**config.mk**
```make
export PLATFORM = sky130hd
export DESIGN_NAME = ifetch_queue
export DESIGN_NICKNAME = d
export VERILOG_FILES = /design/src/rtl/ifetch_queue.sv
export SDC_FILE = /design/constraint.sdc
export NUM_CORES = 1
export LEC_CHECK = 0
export BUFFER_PORTS_ARGS = -buffer_cell sky130_fd_sc_hd__buf_2
export CORE_MARGIN = 2
export CORE_UTILIZATION = 52
export CTS_CLUSTER_SIZE = 14
export DETAILED_ROUTE_END_ITERATION = 7
export GPL_TIMING_DRIVEN = 0
export HOLD_SLACK_MARGIN = 0.02
export PLACE_DENSITY_LB_ADDON = 0.08
export SYNTH_ARGS = -nofsm -noshare
export SYNTH_HDL_FRONTEND = slang
export SYNTH_SLANG_ARGS = --single-unit
```
**constraint.sdc**
```tcl
create_clock -name clk_i -period 2.6 [get_ports clk_i]
set_input_delay 0.13 -clock clk_i [delete_from_list [all_inputs] [get_ports clk_i]]
set_output_delay 0.13 -clock clk_i [all_outputs]
set_load 0.01 [all_outputs]
```
**src/rtl/ifetch_queue.sv**
```systemverilog
// ifetch_queue: instruction-fetch front end with a DEPTH-entry prefetch queue.
// It keeps issuing sequential fetches while decode is stalled. On a redirect
// it discards wrong-path fetches. It presents {inst, pc} to decode under a
// valid/stall handshake.
//
// Optional feature macro: IFQ_BYPASS_EN. When it is defined, a response that
// arrives while the queue is empty is forwarded straight to decode in the same
// cycle, which saves one cycle of fetch-to-decode latency.
//
// Ports:
//   clk_i, rst_n_i       clock, asynchronous active-low reset
//   im_addr_o/im_req_o   fetch address / request strobe to the synchronous imem
//   im_dout_i            imem read data, valid the cycle after a request
//   redirect_i/_pc_i     flush the queue and refetch from the target
//   stall_i              decode cannot accept this cycle
//   inst_o/inst_pc_o     head instruction and its PC (NOP_INST / 0 when invalid)
//   inst_valid_o         head valid
//   count_o              queue occupancy
module ifetch_queue #(
  parameter int          DEPTH    = 4,
  parameter logic [31:0] RESET_PC = 32'h0000_0000,
  parameter logic [31:0] NOP_INST = 32'h0000_0013
) (
  input  logic                       clk_i,
  input  logic                       rst_n_i,
  output logic [31:0]                im_addr_o,
  output logic                       im_req_o,
  input  logic [31:0]                im_dout_i,
  input  logic                       redirect_i,
  input  logic [31:0]                redirect_pc_i,
  input  logic                       stall_i,
  output logic [31:0]                inst_o,
  output logic [31:0]                inst_pc_o,
  output logic                       inst_valid_o,
  output logic [$clog2(DEPTH):0]     count_o
);
  localparam int PW = $clog2(DEPTH);
  localparam int CW = PW + 1;

  logic [31:0]   fpc_q, fpc_d;
  logic [31:0]   ipc_q, ipc_d;
  logic          inflt_q, inflt_d;
  logic [PW-1:0] rd_ptr_q, rd_ptr_d, wr_ptr_q, wr_ptr_d;
  logic [CW-1:0] count_q, count_d;
  logic [CW-1:0] occ;
  logic [31:0]   inst_q [DEPTH];
  logic [31:0]   pc_q   [DEPTH];
  logic          pop, push, q_pop;

  // Occupancy includes the outstanding fetch. This guarantees that the
  // response always finds a free slot.
  assign occ       = count_q + CW'(inflt_q);
  assign im_req_o  = rst_n_i & ~redirect_i & (occ < CW'(DEPTH));
  assign im_addr_o = fpc_q;
  assign count_o   = count_q;

  always_comb begin
    inst_o       = NOP_INST;
    inst_pc_o    = '0;
    inst_valid_o = 1'b0;
    if (!redirect_i) begin
      if (count_q != '0) begin
        inst_o       = inst_q[rd_ptr_q];
        inst_pc_o    = pc_q[rd_ptr_q];
        inst_valid_o = 1'b1;
      end
`ifdef IFQ_BYPASS_EN
      else if (inflt_q) begin
        inst_o       = im_dout_i;
        inst_pc_o    = ipc_q;
        inst_valid_o = 1'b1;
      end
`endif
    end
  end

  assign pop   = inst_valid_o & ~stall_i & ~redirect_i;
  assign q_pop = pop & (count_q != '0);
`ifdef IFQ_BYPASS_EN
  // A bypassed response that decode consumes is never written to the queue.
  assign push  = inflt_q & ~redirect_i & ~(pop & (count_q == '0));
`else
  assign push  = inflt_q & ~redirect_i;
`endif

  always_comb begin
    fpc_d    = fpc_q;
    ipc_d    = ipc_q;
    inflt_d  = im_req_o;
    rd_ptr_d = rd_ptr_q;
    wr_ptr_d = wr_ptr_q;
    count_d  = count_q;
    if (redirect_i) begin
      fpc_d    = redirect_pc_i;
      rd_ptr_d = '0;
      wr_ptr_d = '0;
      count_d  = '0;
    end else begin
      if (im_req_o) begin
        ipc_d = fpc_q;
        fpc_d = fpc_q + 32'd4;
      end
      if (push)  wr_ptr_d = wr_ptr_q + PW'(1);
      if (q_pop) rd_ptr_d = rd_ptr_q + PW'(1);
      count_d = count_q + CW'(push) - CW'(q_pop);
    end
  end

  always_ff @(posedge clk_i or negedge rst_n_i) begin
    if (!rst_n_i) begin
      fpc_q    <= RESET_PC;
      ipc_q    <= '0;
      inflt_q  <= 1'b0;
      rd_ptr_q <= '0;
      wr_ptr_q <= '0;
      count_q  <= '0;
    end else begin
      fpc_q    <= fpc_d;
      ipc_q    <= ipc_d;
      inflt_q  <= inflt_d;
      rd_ptr_q <= rd_ptr_d;
      wr_ptr_q <= wr_ptr_d;
      count_q  <= count_d;
    end
  end

  // Queue storage is not reset. Every read of it is qualified by count_q.
  always_ff @(posedge clk_i) begin
    if (push) begin
      inst_q[wr_ptr_q] <= im_dout_i;
      pc_q[wr_ptr_q]   <= ipc_q;
    end
  end
endmodule
```
# Yosys cells after proc, flatten, opt, wreduce, memory -nomap -nowiden
# Memories as Yosys holds them, arrays and structs flattened.
# Index checks and enable logic that the tools add are counted.
[word_totals]
reg_bits = 72
latch_bits = 0
mem_bits_rw = 256
mem_bits_ro = 0
input_bits = 68
out_inout_bits = 101
wordCells = 43
n_memories = 2
[mem_list]
columns = ["name", "words", "word_bits", "rd", "rd_clocked_by_memory_dff", "wr", "line", "rtl"]
rows = [
  ["inst_q", 4, 32, 1, 0, 1, "46", "logic [31:0] inst_q [DEPTH];"],
  ["pc_q", 4, 32, 1, 0, 1, "47", "logic [31:0] pc_q [DEPTH];"],
]
[classes]
add_sub_neg = 6
n_mul = 0
div = 0
n_lt_le_gt_ge = 1
eq_ne = 0
n_shift = 0
mux = 15
n_bitwise = 8
n_reduce_logical = 5
[op_table]
columns = ["op", "count"]
rows = [
  ["$mux W32", 6],
  ["$add A32 B3 Y32 const B", 1],
  ["$mux W2", 4],
  ["$add A3 B1 Y3", 2],
  ["$and A1 B1 Y1", 6],
  ["$reduce_bool A2 Y1", 3],
  ["$add A2 B1 Y2 const B", 2],
  ["$mux W1", 4],
  ["$lt A3 B3 Y1 const B", 1],
  ["$mux W3", 1],
  ["$reduce_bool A3 Y1", 1],
  ["$sub A3 B1 Y3", 1],
  ["$not A1 Y1", 2],
  ["$reduce_and A2 Y1", 1],
]

# Longest topological paths before layout
[depth]
depth_word = 8
depth_mapped = 10

# Worst setup path before layout
# OpenSTA, ideal clock, no wires.
[synth_timing]
path_kind = "reg-to-reg"
start = "reg inflt_q"
end = "mem inst_q[0][0], enable pin"
setup_time_ns = 0.429
arrival_ns = 2.195
required_ns = 2.171
path_slack_ns = -0.024
path_stages_with_launch = 3
n_path_buf = 0
cell_sequence = "dfrtp_1 > nor2b_1 > and2_1"
[synth_between]
elab_chain_len = 3
[synth_lines]
columns = ["element", "line", "rtl"]
rows = [
  ["from (decl)", "42", "logic inflt_q, inflt_d;"],
  ["from (signal assigned)", "120", "inflt_q <= inflt_d;"],
  ["$and A1 B1 Y1", "83", "assign push = inflt_q & ~redirect_i;"],
  ["$mux W1", "129", "if (push) begin"],
  ["$mux W1 (implied by the code)", "130", "inst_q[wr_ptr_q] <= im_dout_i;"],
  ["to (decl)", "46", ""],
]
# No other way between the ends.

# Final worst setup path
[layout_timing]
start = "reg inflt_q"
end = "out im_req_o"
[layout_between]
elab_chain_len = 3
[layout_lines]
columns = ["element", "line", "rtl"]
rows = [
  ["$add A3 B1 Y3", "52", "assign occ = count_q + CW'(inflt_q);"],
  ["$lt A3 B3 Y1", "53", "assign im_req_o = rst_n_i & ~redirect_i & (occ < CW'(DEPTH));"],
  ["$and A1 B1 Y1", "53", ""],
  ["to (decl)", "27", "output logic im_req_o,"],
]
# No other way between the ends.

==> reports/results.txt <==
run status - finished, final reports clean
leading cell types by total area after synthesis - sky130_fd_sc_hd__edfxtp_1, sky130_fd_sc_hd__dfrtp_1, sky130_fd_sc_hd__mux4_2
number of unique standard cell types used by synthesis - 54
setup repair after global routing missed its margin - no
kind of path behind the tightest hold check - in -> reg
uppermost metal layer occupied by signal nets - met4
gate count of the mapped netlist - 747
crit path time final - 2.45 ns
total nets after synthesis - 823
standard-cell rows - 58
Die Span Y - 164 um
Power per Cell Area - 852 nW/um^2
minimum setup slack after placement - -0.0745 ns
cell total after placement - 1251
maximum single-stage delay on the critical path - 0.47 ns
TNS Setup - 0 ns
netlist area before placement - 13300 um^2
global-route wire length before repair - 45800 um
synth-to-layout area growth - 24.2%
Skew-Pair Late Insertion Delay - 0.51 ns
fin crit share - 94.4%
number of violations of the max-capacitance limit - 0
Final Hold Slack - 0.0531 ns
share of Yosys cell area claimed by the top area cell type - 57.7%
buffer count from post-CTS setup fixing - 0
Critical Setup Path Class - reg -> out
drt initial violations - 643
die outline area - 26900 um^2
dominant cell by count in the synthesized netlist - sky130_fd_sc_hd__edfxtp_1
crit path DAT - 2.32 ns
maximum level of the CTS H-tree - 2
CTS Buf Count - 35
master cell of the clock root buffer - sky130_fd_sc_hd__clkbuf_16
count of TritonRoute iterations in the first routing pass - 5
clock transition at the register clock pins on the worst setup and hold paths after CTS - 0.06 ns
dominant register cell in the synthesized netlist - sky130_fd_sc_hd__edfxtp_1
via count of the first global-routing pass - 8287
final-report hold violation count - 0
Fmax achieved - 407 MHz
routability-driven placement congestion ratio - 0.870
most instantiated cells after synthesis - sky130_fd_sc_hd__edfxtp_1, sky130_fd_sc_hd__dfrtp_1, sky130_fd_sc_hd__and2_1
sink count of the clock tree - 328
sum of overflow across all layers after global routing - 0
LEAKAGE - 6.01 nW
async set-reset flop share out of synthesis - 22.0%
count of fill cells added during filler insertion - 1741
syn_area_per_cell - 17.8 um^2
M1 WL - 12000 um
CTS tree - built
initial antenna violation count - 0
initial core utilization - 52.9%
Synth warnings - 0
residual antenna-violating net count after detailed routing - 0
number of nets in the final layout - 1100
number of port buffers - 168
data required time at the worst endpoint - 2.47 ns
Die Wd - 164 um
detailed-placement wirelength estimate - 19200 um
All-Layer GR Usage - 22.6%
cell accounting for the most synthesized area - sky130_fd_sc_hd__edfxtp_1
Worst path slowest cell - sky130_fd_sc_hd__dfrtp_1
placeable core region - 25200 um^2
share of post-route cells with drive strength above 1 - 34.7%
worst slew slack as a fraction of its limit - 35.6%
post-DR wirelength/cell - 21.6 um
Final Max Tran Viols - 0
critical-path maximum fanout - 10
routed wl met2 - 15300 um
drt via density - 5.70
number of ports placed on the die boundary - 169
Final setup viols - 0
maximum VDD drop - 529 uV
largest net degree at the start of global routing - 52
Synth Register Bits - 328
Clock Tree Buf Depth - 3
post-route worst setup slack - 0.146 ns
type of element launching the critical path - register
transition at the pin with the smallest max-transition slack - 0.958 ns
share of the yosys chip area belonging to registers - 71.2%
vias post-DR - 7857
Max Clock Skew - 0.00993 ns
Antenna Cells - 0
cells traversed along the worst timing path - a31o_2 -> clkbuf_8 -> a21boi_4 -> nand2_2 -> clkbuf_4 -> inv_1 -> buf_2
EDFF count, synth - 256
DR DRC count - 0
post-detailed-routing wire length - 29800 um
met3 WL post-DR - 1730 um
Worst Setup End Kind - primary output
post-route insts no fill - 1379
layout make-up:
cell class	count	area [um^2]	area share [%]
Tap cell	330	413	2.49
Clock inverter	14	143	0.862
Inverter	15	56.3	0.340
Timing Repair Buffer	240	1650	9.95
Clock buffer	48	935	5.65
Multi-Input combinational cell	365	3620	21.9
Sequential cell	328	9490	57.3
Buffer	39	250	1.51
cell families (layout without fill, tap and decap cells):
group	after synthesis	in the layout	share of synthesized area, %
flops	328	328	71.2
simple gates	182	182	8.04
mux	101	101	13.9
compound gates	65	65	3.41
buf+inv	54	356	2.05
xor+xnor	9	9	0.591
fa+ha+maj	8	8	0.807
layer usage:
metal  up-vias  track usage (%)
li1       3523                -
met1      4029             29.5
met2       251             39.0
met3        54             4.12
met4         0             6.98
met5         -                0
critical path, delay by kind of cell (launching register included):
kind / cells / cell delay, ns
buf+inv: 4 / 0.69
compound gates: 2 / 0.48
flops: 1 / 0.47
simple gates: 1 / 0.17
sequential cells by signal, indices dropped and copies added (netlist names):
| name | flops |
|---|---|
| count_o | 3 |
| im_addr_o | 32 |
| inflt_q | 1 |
| inst_q | 128 |
| ipc_q | 32 |
| pc_q | 128 |
| rd_ptr_q | 2 |
| wr_ptr_q | 2 |
worst paths after layout:
path / depth (start not counted) / endpoint / slack, ns / from
hold reg to reg: 0 / pc_q[0][20] / 0.50 / ipc_q[20]
min in group asynchronous: 2 / ipc_q[15] / 0.09 / rst_n_i
hold / removal: 4 / im_addr_o[29] / 0.05 / redirect_i
max in group asynchronous: 3 / count_o[1] / 1.90 / rst_n_i
setup reg to reg: 9 / count_o[2] / 0.20 / count_o[0]
setup / recovery: 7 / im_req_o / 0.15 / inflt_q
timing repair:
| item | in CTS | in global routing |
|---|---|---|
| endpoints found under the setup margin | 64 | 49 |
| endpoints found under the hold margin | 233 | 0 |
| hold buffers | 66 | 0 |
| resized for setup | 18 | 10 |
power breakdown:
part	leakage (nW)	switching, mW	internal (mW)
clock network	0.527	1.90	2.81
logic	2.34	1.30	1.36
registers	3.14	0.427	6.31
metrics by stage:
| step | area, um^2 | util (%) | power (mW) |
|---|---|---|---|
| 6_report | 16600 | 65.7 | 14.1 |
| 5_1_grt | 16600 | 65.7 | 14.7 |
| 4_1_cts | 16500 | 65.6 | 14.2 |
| 3_5_place_dp | 14700 | 58.5 | 9.40 |
| 3_3_place_gp | 14600 | 57.9 | 9.28 |
| 2_1_floorplan | 13300 | - | 8.40 |
placed cells by master, fill, tap and decap left out, types with 7 or more instances in the layout:
master	instances
sky130_fd_sc_hd__buf_2	173
sky130_fd_sc_hd__xnor2_1	8
sky130_fd_sc_hd__clkbuf_2	8
sky130_fd_sc_hd__mux4_2	64
sky130_fd_sc_hd__nor2_1	26
sky130_fd_sc_hd__mux2_2	35
sky130_fd_sc_hd__ha_1	7
sky130_fd_sc_hd__clkbuf_16	35
sky130_fd_sc_hd__nand2_1	18
sky130_fd_sc_hd__inv_1	14
sky130_fd_sc_hd__nand3_1	15
sky130_fd_sc_hd__and2_1	61
sky130_fd_sc_hd__o21ai_0	11
sky130_fd_sc_hd__clkbuf_1	26
sky130_fd_sc_hd__dlygate4sd3_1	66
sky130_fd_sc_hd__edfxtp_1	256
sky130_fd_sc_hd__o31ai_1	12
sky130_fd_sc_hd__a31oi_1	19
sky130_fd_sc_hd__dfrtp_1	71
sky130_fd_sc_hd__or4_1	16
sky130_fd_sc_hd__nand4_1	8
No activity file was read; power rests on OpenSTA's default activity.
